--- config.mk ---
export PLATFORM = sky130hd
export DESIGN_NAME = ili9341_display_sequencer
export DESIGN_NICKNAME = d
export VERILOG_FILES = /design/src/rtl/ili9341_display_sequencer.sv
export SDC_FILE = /design/constraint.sdc
export NUM_CORES = 1
export LEC_CHECK = 0
export ABC_AREA = 1
export CORE_MARGIN = 10
export CORE_UTILIZATION = 35
export CTS_CLUSTER_DIAMETER = 150
export DETAILED_ROUTE_END_ITERATION = 7
export GPL_TIMING_DRIVEN = 0
export HOLD_SLACK_MARGIN = 0.12
export SYNTH_ARGS = -nofsm -noshare
export SYNTH_HDL_FRONTEND = slang
export SYNTH_SLANG_ARGS = --single-unit
--- constraint.sdc ---
create_clock -name clk -period 13.6 [get_ports clk]
set_input_delay 2.72 -clock clk [delete_from_list [all_inputs] [get_ports clk]]
set_output_delay 2.72 -clock clk [all_outputs]
set_load 0.1 [all_outputs]
--- src/rtl/ili9341_display_sequencer.sv ---
// ILI9341 power-up and frame streaming command source for spi_controller.
// Define SEQ_TEST_PATTERN_EN to replace pixel_color with a coordinate gradient for panel bring-up.

package spi_types_pkg;
  typedef enum logic [2:0] {
    WRITE_8,
    WRITE_16,
    WRITE_8_READ_8,
    WRITE_8_READ_16,
    WRITE_8_READ_24
  } spi_transaction_t;
endpackage

module ili9341_display_sequencer
  import spi_types_pkg::*;
#(
  parameter int WIDTH        = 240,
  parameter int HEIGHT       = 320,
  parameter int RESET_CYCLES = 12000,
  parameter int DELAY_UNIT   = 12000
) (
  input  logic                      clk,
  input  logic                      rst,
  output spi_transaction_t          spi_mode,
  output logic                      spi_i_valid,
  output logic [15:0]               spi_i_data,
  input  logic                      spi_i_ready,
  output logic                      data_commandb,
  output logic                      display_rstb,
  output logic [$clog2(WIDTH)-1:0]  pixel_x,
  output logic [$clog2(HEIGHT)-1:0] pixel_y,
  input  logic [15:0]               pixel_color,
  output logic                      init_done,
  output logic                      frame_done
);

  localparam int XW = $clog2(WIDTH);
  localparam int YW = $clog2(HEIGHT);
  localparam logic [31:0]   RESET_LAST = 32'(RESET_CYCLES - 1);
  localparam logic [XW-1:0] X_LAST     = XW'(WIDTH - 1);
  localparam logic [YW-1:0] Y_LAST     = YW'(HEIGHT - 1);
  localparam logic [15:0]   COL_END    = 16'(WIDTH - 1);
  localparam logic [15:0]   ROW_END    = 16'(HEIGHT - 1);

  typedef enum logic [2:0] {
    S_HW_RESET, S_HW_WAKE, S_INIT_FETCH, S_DELAY, S_RAMWR, S_PIXEL, S_SEND, S_WAIT
  } state_t;

  typedef enum logic [1:0] {K_CMD, K_DATA, K_DELAY, K_END} entry_kind_t;

  // Remembers what the in-flight transfer was so S_WAIT knows where to go next.
  typedef enum logic [1:0] {P_INIT, P_RAMWR, P_PIXEL} phase_t;

  state_t           state, state_d;
  phase_t           phase, phase_d;
  logic [31:0]      counter, counter_d;
  logic [4:0]       index, index_d;
  entry_kind_t      entry_kind;
  logic [7:0]       entry_byte;
  logic [15:0]      pixel_word;
  logic             valid_d, dc_d, rstb_d, init_done_d, frame_done_d;
  logic [15:0]      data_d;
  spi_transaction_t mode_d;
  logic [XW-1:0]    x_d;
  logic [YW-1:0]    y_d;

`ifdef SEQ_TEST_PATTERN_EN
  logic unused_pixel_color;
  assign unused_pixel_color = ^pixel_color;
  assign pixel_word = {5'(pixel_x), 6'(pixel_y), 5'(pixel_x)};
`else
  assign pixel_word = pixel_color;
`endif

  always_comb begin
    entry_kind = K_END;
    entry_byte = 8'h00;
    case (index)
      5'd0:  begin entry_kind = K_CMD;   entry_byte = 8'h01; end
      5'd1:  begin entry_kind = K_DELAY; entry_byte = 8'd5; end
      5'd2:  begin entry_kind = K_CMD;   entry_byte = 8'h11; end
      5'd3:  begin entry_kind = K_DELAY; entry_byte = 8'd120; end
      5'd4:  begin entry_kind = K_CMD;   entry_byte = 8'h3A; end
      5'd5:  begin entry_kind = K_DATA;  entry_byte = 8'h55; end
      5'd6:  begin entry_kind = K_CMD;   entry_byte = 8'h36; end
      5'd7:  begin entry_kind = K_DATA;  entry_byte = 8'h48; end
      5'd8:  begin entry_kind = K_CMD;   entry_byte = 8'h2A; end
      5'd9:  begin entry_kind = K_DATA;  entry_byte = 8'h00; end
      5'd10: begin entry_kind = K_DATA;  entry_byte = 8'h00; end
      5'd11: begin entry_kind = K_DATA;  entry_byte = COL_END[15:8]; end
      5'd12: begin entry_kind = K_DATA;  entry_byte = COL_END[7:0]; end
      5'd13: begin entry_kind = K_CMD;   entry_byte = 8'h2B; end
      5'd14: begin entry_kind = K_DATA;  entry_byte = 8'h00; end
      5'd15: begin entry_kind = K_DATA;  entry_byte = 8'h00; end
      5'd16: begin entry_kind = K_DATA;  entry_byte = ROW_END[15:8]; end
      5'd17: begin entry_kind = K_DATA;  entry_byte = ROW_END[7:0]; end
      5'd18: begin entry_kind = K_CMD;   entry_byte = 8'h29; end
      5'd19: begin entry_kind = K_DELAY; entry_byte = 8'd20; end
      default: begin entry_kind = K_END; entry_byte = 8'h00; end
    endcase
  end

  always_comb begin
    state_d      = state;
    phase_d      = phase;
    counter_d    = counter;
    index_d      = index;
    valid_d      = spi_i_valid;
    data_d       = spi_i_data;
    mode_d       = spi_mode;
    dc_d         = data_commandb;
    rstb_d       = display_rstb;
    x_d          = pixel_x;
    y_d          = pixel_y;
    init_done_d  = init_done;
    frame_done_d = 1'b0;
    case (state)
      S_HW_RESET: begin
        if (counter == RESET_LAST) begin
          counter_d = '0;
          rstb_d    = 1'b1;
          state_d   = S_HW_WAKE;
        end else begin
          counter_d = counter + 32'd1;
        end
      end
      S_HW_WAKE: begin
        if (counter == RESET_LAST) begin
          counter_d = '0;
          state_d   = S_INIT_FETCH;
        end else begin
          counter_d = counter + 32'd1;
        end
      end
      S_INIT_FETCH: begin
        case (entry_kind)
          K_CMD, K_DATA: begin
            data_d  = {8'h00, entry_byte};
            mode_d  = WRITE_8;
            dc_d    = (entry_kind == K_DATA);
            valid_d = 1'b1;
            phase_d = P_INIT;
            state_d = S_SEND;
          end
          K_DELAY: begin
            counter_d = 32'(entry_byte) * 32'(DELAY_UNIT);
            state_d   = S_DELAY;
          end
          default: begin
            init_done_d = 1'b1;
            state_d     = S_RAMWR;
          end
        endcase
      end
      S_DELAY: begin
        if (counter == 32'd0) begin
          index_d = index + 5'd1;
          state_d = S_INIT_FETCH;
        end else begin
          counter_d = counter - 32'd1;
        end
      end
      S_RAMWR: begin
        data_d  = 16'h002C;
        mode_d  = WRITE_8;
        dc_d    = 1'b0;
        valid_d = 1'b1;
        phase_d = P_RAMWR;
        state_d = S_SEND;
      end
      S_PIXEL: begin
        data_d  = pixel_word;
        mode_d  = WRITE_16;
        dc_d    = 1'b1;
        valid_d = 1'b1;
        phase_d = P_PIXEL;
        state_d = S_SEND;
      end
      S_SEND: begin
        if (spi_i_valid && spi_i_ready) begin
          valid_d = 1'b0;
          state_d = S_WAIT;
        end
      end
      S_WAIT: begin
        // Ready returning high after acceptance means the byte/word is fully on the wire.
        if (spi_i_ready) begin
          case (phase)
            P_INIT: begin
              index_d = index + 5'd1;
              state_d = S_INIT_FETCH;
            end
            P_RAMWR: state_d = S_PIXEL;
            default: begin
              if (pixel_x == X_LAST) begin
                x_d = '0;
                if (pixel_y == Y_LAST) begin
                  y_d          = '0;
                  frame_done_d = 1'b1;
                  state_d      = S_RAMWR;
                end else begin
                  y_d     = pixel_y + YW'(1);
                  state_d = S_PIXEL;
                end
              end else begin
                x_d     = pixel_x + XW'(1);
                state_d = S_PIXEL;
              end
            end
          endcase
        end
      end
      default: state_d = S_HW_RESET;
    endcase
  end

  always_ff @(posedge clk or negedge rst) begin
    if (!rst) begin
      state         <= S_HW_RESET;
      phase         <= P_INIT;
      counter       <= '0;
      index         <= '0;
      spi_i_valid   <= 1'b0;
      spi_i_data    <= '0;
      spi_mode      <= WRITE_8;
      data_commandb <= 1'b0;
      display_rstb  <= 1'b0;
      pixel_x       <= '0;
      pixel_y       <= '0;
      init_done     <= 1'b0;
      frame_done    <= 1'b0;
    end else begin
      state         <= state_d;
      phase         <= phase_d;
      counter       <= counter_d;
      index         <= index_d;
      spi_i_valid   <= valid_d;
      spi_i_data    <= data_d;
      spi_mode      <= mode_d;
      data_commandb <= dc_d;
      display_rstb  <= rstb_d;
      pixel_x       <= x_d;
      pixel_y       <= y_d;
      init_done     <= init_done_d;
      frame_done    <= frame_done_d;
    end
  end

endmodule

==> summary.md, run 1 <==
| Metric | Value |
|---|---|
| Detailed Route WL | `25600 microns` |
| Initial antenna violation count | `0` |
| Outcome | `complete, no violations` |
| WP data required | `13840 ps` |
| Crit Reg-Reg Endpoint | `counter[17]$_DFFE_PN0P_` |
| Clock Latency Late Sink | `360 ps` |
| Synth Area in Simple Gates | `0.397` |
| Critical path arrival | `5680 ps` |
| CP Max Fanout | `7` |
| Num CTS Buffers | `9` |
| DIE AREA | `30000 sq um` |
| Max_slew headroom | `0.184` |
| Setup crit start kind | `flip-flop` |
| CTS tree | `done` |
| Post-route cell area | `9480 sq um` |
| Biggest area consumer among synthesized cells | `dfrtp_1` |
| CTS HTree Levels | `3` |
| Clk root buf | `clkbuf_16` |
| Primary FF master, synth | `dfrtp_1` |
| WHS | `485 ps` |
| Die width | `173 microns` |
| Fill cells | `2476` |
| Layout cell share with drive strength beyond 1 | `0.0759` |
| Max-slew violations | `0` |
| Worst slew pin tran | `1210 ps` |
| Final core utilization | `0.415` |
| Remaining Overflow, GRT | `0` |
| Pleak | `5.06 nW` |
| Crit-path cells | `inv_1, ha_1, inv_1, a21oi_1, o21ai_0, a31oi_1, fa_1, fa_1, inv_1, fa_1, fa_1, inv_1, ha_1, nand2_1, nor2_1, nand3_1, nand3_1, nand2_1, nand3_1, nand3_1, nand2_1, nand2_1` |
| Ant diodes | `0` |
| Total GRT Usage | `0.169` |
| Clock Skew | `15.0 ps` |
| Final Setup Violations | `0` |
| Hold_sp | `spi_i_data[0]$_DFFE_PN0P_` |
| Hold Path Sink | `spi_i_data[0]$_DFFE_PN0P_` |
| I/O Buffers | `57` |
| XOR/XNOR Fraction of Synth Area | `0.0139` |
| Total number of vias | `8194` |
| Area grow syn2layout | `15.6%` |
| Distinct cell type count after synthesis | `49` |
| Cell count after synthesis | `1268` |
| Largest net degree at the start of global routing | `65` |
| Global-route wire length before repair | `41700 microns` |
| R2R Path Start | `index[0]$_DFFE_PN0P_` |
| CTS Sinks | `80` |
| DP Area | `9200 sq um` |
| Nature of the critical path endpoint | `flip-flop` |
| Final Cycle Share | `0.400` |
| R2R depth | `22` |
| Setup tns final | `0 ps` |
| Top cells by count, synth | `nand2_1 (385), inv_1 (179), nor2_1 (140)` |
| Hold Buf Count CTS | `0` |
| Top Ports | `60` |
| Post-route ant nets | `0` |
| Postcts setup bufs | `0` |
| Flop-to-flop setup slack | `8160 ps` |
| Mux cell area share after synthesis | `0` |
| Synth area leaders | `dfrtp_1 (24%), nand2_1 (18%), inv_1 (8.2%)` |
| CTS max path bufs | `2` |
| Initial Util | `0.359` |
| Reg clk slew, reported paths | `70 ps` |
| Crit path time final | `5440 ps` |
| Vias in the first global route | `7759` |
| Yosys reg bits | `80` |
| Async SR Flop Fraction | `1.00` |
| Drt wl/cell | `15.5 microns` |
| Synth Area in Adders | `0.140` |
| Compound-cell area share of the yosys netlist | `0.0895` |
| Most common cell in the netlist | `nand2_1` |
| Top-area cell type share of the netlist area | `0.244` |
| Hold Crit Class | `flip-flop to flip-flop` |
| GPL Wtd Cong | `0.960` |
| Post-DR vias/cell | `4.95` |
| # resized after CTS | `0` |
| Final net count | `1434` |
| Drt pass-1 iters | `5` |
| Crit path kind | `flip-flop to flip-flop` |
| Main combinational cell family by area after synthesis | `simple AND/OR/NAND/NOR gates` |
| RSZ-0062 raised after global routing | `no` |
| CP peak stage delay | `590 ps` |
| Peak supply drop | `0.0503 mV` |
| Initial DRC Count | `730` |
| FP Rows | `55` |
| Core area | `22800 sq um` |
| Max Cap Viol | `0` |
| Dpl hpwl | `20100 microns` |
| Pwr Density | `52.9 nW/um^2` |
| Crit-path slowest cell | `fa_1` |
| Hold Violations, Final | `0` |
| Fmax | `184 MHz` |
| Die height | `173 microns` |
| Part of the Yosys area used for sequential elements | `0.244` |
| Post-Syn Area | `8200 sq um` |
| Synth warn | `0` |
| Number of cells on the worst hold path | `2` |
| Drc violations | `0` |
| Post-synth EDFFs | `0` |
| Avg Inst Size Synth | `6.47 sq um` |
==> sequential cells by signal, summed over array words and instances, names as in the netlist <==
register / flops
counter: 32
data_commandb: 1
display_rstb: 1
frame_done: 1
index: 5
init_done: 1
phase: 1
pixel_x: 8
pixel_y: 9
spi_i_data: 16
spi_i_valid: 1
spi_mode: 1
state: 3
==> logic make-up after synthesis <==
group / after synthesis
DFF: 80
and+or+nand+nor: 747
AOI/OAI and AO/OA: 128
adders and majority gates: 77
buffers and inverters: 222
xor gates and xnor gates: 13
other: 1
==> per-layer routing <==
metal | vias to the layer above | GRT usage | wire length (microns)
li1 | 4171 | - | -
met1 | 3796 | 0.232 | 12300
met4 | 0 | 0.0323 | 255
met3 | 24 | 0.0429 | 1940
met2 | 203 | 0.263 | 11100
met5 | - | 0 | 0
==> metrics by stage <==
stage               power [mW]  instances  setup WS [ps]
floorplan                0.245       1269           8910
global placement         0.256       1639           6430
detailed placement       0.257       1640           8150
CTS                      0.509       1656           8110
global route             0.519       1656           7720
finish                   0.501       1656           8160
==> cell usage in the layout (no fill, tap or decap), types with 3 or more instances in the layout <==
cell type	instances
o22ai_1	3
a22o_1	8
o21a_1	3
buf_4	7
fa_1	25
nor2_2	10
nand2_4	3
or2_2	5
nor3_1	23
o21bai_1	3
clkbuf_16	9
buf_2	17
buf_6	8
o21ai_0	56
nor2_1	140
nand3_1	134
o21ai_1	12
a21oi_1	28
nand2_1	385
inv_2	7
xnor2_1	3
nand3b_1	4
nand2_2	7
nand4_1	20
a22oi_1	3
dfrtp_1	80
nor2_4	7
ha_1	52
inv_1	179
clkdlybuf4s50_1	56
inv_6	4
xor2_1	10
o21ai_2	5
==> layout make-up <==
class                   instances  area, sq um  area share
multi-input cells             967         5260       0.555
plain buffers                  34          233      0.0245
well taps                     313          392      0.0413
repair buffers                 58          596      0.0628
clock buffers                   9          225      0.0238
clock inverters                 7         60.1     0.00633
flip-flops and latches         80         2000       0.211
inverters                     188          709      0.0748
==> worst max-delay path by stage <==
stage	depth (start not counted)	slack [ps]	startpoint	to
6_report	22	8160	index[0]$_DFFE_PN0P_	counter[17]$_DFFE_PN0P_
5_1_grt	23	7720	index[0]$_DFFE_PN0P_	counter[21]$_DFFE_PN0P_
4_1_cts	22	8110	index[0]$_DFFE_PN0P_	counter[17]$_DFFE_PN0P_
3_5_place_dp	22	8150	index[0]$_DFFE_PN0P_	counter[17]$_DFFE_PN0P_
3_3_place_gp	1	6430	rst	index[1]$_DFFE_PN0P_
2_1_floorplan	23	8910	index[0]$_DFFE_PN0P_	counter[21]$_DFFE_PN0P_
==> report_power, final <==
group	internal [mW]	switching, mW	total, mW
Combinational	0.00568	0.00841	0.0141
Clock	0.128	0.121	0.250
Sequential	0.238	0	0.238
==> worst max-delay path, delay by kind of cell, from the launching register on <==
kind                       cells  cell delay (ps)
and+or+nand+nor                9              840
adders and majority gates      6             2830
buffers and inverters          4              340
DFF                            1              450
AOI/OAI and AO/OA              3              860
Note: power is estimated with default switching activity, not from simulation.
==> run 2: changes to the inputs <==
- clock period: 13.6 -> 4.5 ns (I/O delays scaled with it)
==> summary.md, run 2 (synthesis gave the netlist of run 1 again) <==
| Metric | Value |
|---|---|
| Drt pass-1 iters | `7 (+2)` |
| CP dominant cell by count | `inv_2` |
| Final net count | `1463 (+2.0%)` |
| Total number of vias | `8372 (+2.2%)` |
| Post-DR vias/cell | `4.97 (+0.47%)` |
| Post-place setup slack | `-521 ps (-8670 ps)` |
| Max_slew headroom | `0.295 (+0.111)` |
| Crit path time final | `4550 ps (-895 ps)` |
| Largest net degree at the start of global routing | `65 (unchanged)` |
| Nature of the critical path endpoint | `flip-flop` |
| Top flop regs | `counter x32, spi_i_data x16, pixel_y x9` |
| CTS Sinks | `80 (unchanged)` |
| Post-route ant nets | `0 (unchanged)` |
| Largest reg by FF count | `counter` |
| Max-slew violations | `0 (unchanged)` |
| Clock Skew | `8.85 ps (-6.11 ps)` |
| Register area | `2000 sq um (about the same)` |
| Initial DRC Count | `637 (-13%)` |
| Hold Buf Count CTS | `0 (unchanged)` |
| DIE AREA | `30000 sq um (unchanged)` |
| Pleak | `5.25 nW (+3.9%)` |
| Fill cells | `2405 (-2.9%)` |
| Global-route wire length before repair | `43200 microns (+3.7%)` |
| CTS tree | `done` |
| P_sw | `0.373 mW (+190%)` |
| Top Ports | `60 (unchanged)` |
| Clock Latency Late Sink | `350 ps (about the same)` |
| Logic gate share of total power | `0.027 (about the same)` |
| FP Rows | `55 (unchanged)` |
| Pwr Density | `156 nW/um^2 (+190%)` |
| Largest register FFs | `32 (unchanged)` |
| Post-route cell area | `10200 sq um (+8.0%)` |
| Crit path kind | `flip-flop to flip-flop` |
| CP peak stage delay | `500 ps (-90 ps)` |
| Crit-path slowest cell | `fa_1` |
| Setup crit start kind | `flip-flop` |
| Die width | `173 microns (unchanged)` |
| Hold Violations, Final | `0 (unchanged)` |
| Outcome | `complete, but fails checks` |
| Max Cap Viol | `0 (unchanged)` |
| Die height | `173 microns (unchanged)` |
| Internal | `1.22 mW (+230%)` |
| Dpl hpwl | `19900 microns (-1.4%)` |
| Placed insts | `1640 (unchanged)` |
| Part of the power in registers | `0.450 (-0.024)` |
| Hold Crit Class | `primary input to async pin` |
| PnR Total Power | `1.60 mW (+220%)` |
| Multi-input logic area | `5710 sq um (+8.6%)` |
| Min setup slack post-route | `-47.0 ps (-8200 ps)` |
| WP data required | `4740 ps (-9100 ps)` |
| Detailed Route WL | `26600 microns (+3.7%)` |
| RSZ-0062 raised after global routing | `yes` |
| Peak supply drop | `0.203 mV (+300%)` |
| Worst slew pin tran | `1050 ps (-157 ps)` |
| DP Area | `9230 sq um (+0.33%)` |
| Critical path arrival | `4790 ps (-890 ps)` |
| GPL Wtd Cong | `0.980 (+2.1%)` |
| I/O Buffers | `57 (unchanged)` |
| Final Cycle Share | `1.01 (+0.610)` |
| Fmax | `220 MHz (+20%)` |
| Drc violations | `0 (unchanged)` |
| Reg clk slew, reported paths | `70 ps (about the same)` |
| Initial Util | `0.359 (unchanged)` |
| CTS HTree Levels | `3 (unchanged)` |
| Sw Ratio | `0.234 (-0.0252)` |
| Non-filler instance count after layout | `1684 (+1.7%)` |
| Num CTS Buffers | `9 (unchanged)` |
| Initial antenna violation count | `0 (unchanged)` |
| Total GRT Usage | `0.174 (+0.00531)` |
| CP Max Fanout | `4 (-3)` |
| Clk root buf | `clkbuf_16` |
| Area grow syn2layout | `24.8%` |
| Failing checks | `setup timing` |
| Most frequent cells in the layout | `nand2_1 (359), inv_1 (162), nor2_1 (131)` |
| Final Setup Violations | `9 (+9)` |
| Clock share of power | `0.523 (+0.025)` |
| Layout cell share with drive strength beyond 1 | `0.168 (+0.0918)` |
| Core area | `22800 sq um (unchanged)` |
| Commonest non-fill, non-tap cell in the layout | `nand2_1` |
| Ant diodes | `0 (unchanged)` |
| Drt wl/cell | `15.8 microns (+2.0%)` |
| Remaining Overflow, GRT | `0 (unchanged)` |
| WHS | `430 ps (-54.3 ps)` |
| Vias in the first global route | `8251 (+6.3%)` |
| CTS max path bufs | `2 (unchanged)` |
-- run 2: area by class of cell --
class	instances	share of cell area
well taps	313	0.0383
plain buffers	34	0.0230
clock buffers	9	0.0220
flip-flops and latches	80	0.196
inverters	188	0.0704
repair buffers	87	0.0834
clock inverters	6	0.00905
multi-input cells	967	0.558
-- run 2: routing by layer --
layer	share of wire	track usage	up-vias
met5	0	0	-
met4	0.018	0.0395	0
met3	0.076	0.0494	31
met2	0.45	0.279	244
met1	0.46	0.228	3878
li1	-	-	4219
-- run 2: worst max-delay path: cells and delay by family (launching register included) --
| kind | cells | cell delay, ps |
|---|---|---|
| flops | 1 | 400 |
| compound gates | 2 | 280 |
| buf+inv | 9 | 560 |
| fa+ha+maj | 6 | 2330 |
| simple gates | 12 | 820 |
-- run 2: power by group through the flow --
stage          sequential, mW  clock, mW  combinational (mW)
6_report                0.719      0.835              0.0425
5_1_grt                 0.718      0.883              0.0473
4_1_cts                 0.718      0.857              0.0446
3_5_place_dp            0.732          0              0.0443
3_3_place_gp            0.733          0              0.0411
2_1_floorplan           0.733          0             0.00890
-- run 2: worst paths after layout --
kind | startpoint | end | slack [ps] | cells after the start
max | index[1]$_DFFE_PN0P_ | counter[15]$_DFFE_PN0P_ | -50 | 29
min | rst | counter[30]$_DFFE_PN0P_ | 430 | 1
max reg2reg | index[1]$_DFFE_PN0P_ | counter[15]$_DFFE_PN0P_ | -50 | 29
min reg2reg | spi_i_data[3]$_DFFE_PN0P_ | spi_i_data[3]$_DFFE_PN0P_ | 490 | 2
max in group asynchronous | rst | index[0]$_DFFE_PN0P_ | 3430 | 2
min in group clk | spi_i_data[3]$_DFFE_PN0P_ | spi_i_data[3]$_DFFE_PN0P_ | 490 | 2
-- run 2: what timing repair did --
action	4_1_cts	5_1_grt
setup buffers	22	7
setup endpoints to repair	11	11
pin swaps	24	31
cloned	0	0
endpoints found under the hold margin	0	0
gates resized for setup	66	52
-- run 2: stage by stage --
stage          TNS (ps)   util
6_report           -201  0.448
5_1_grt           -1970  0.448
4_1_cts           -29.9  0.438
3_5_place_dp      -4780  0.404
3_3_place_gp     -71230  0.403
2_1_floorplan         0      -
==> run 3: changes to the inputs <==
- ABC_CLOCK_PERIOD_IN_PS: default -> 4500
==> results of run 3 <==
Same layout as run 2: the final DEF is identical, and so are final timing and power.
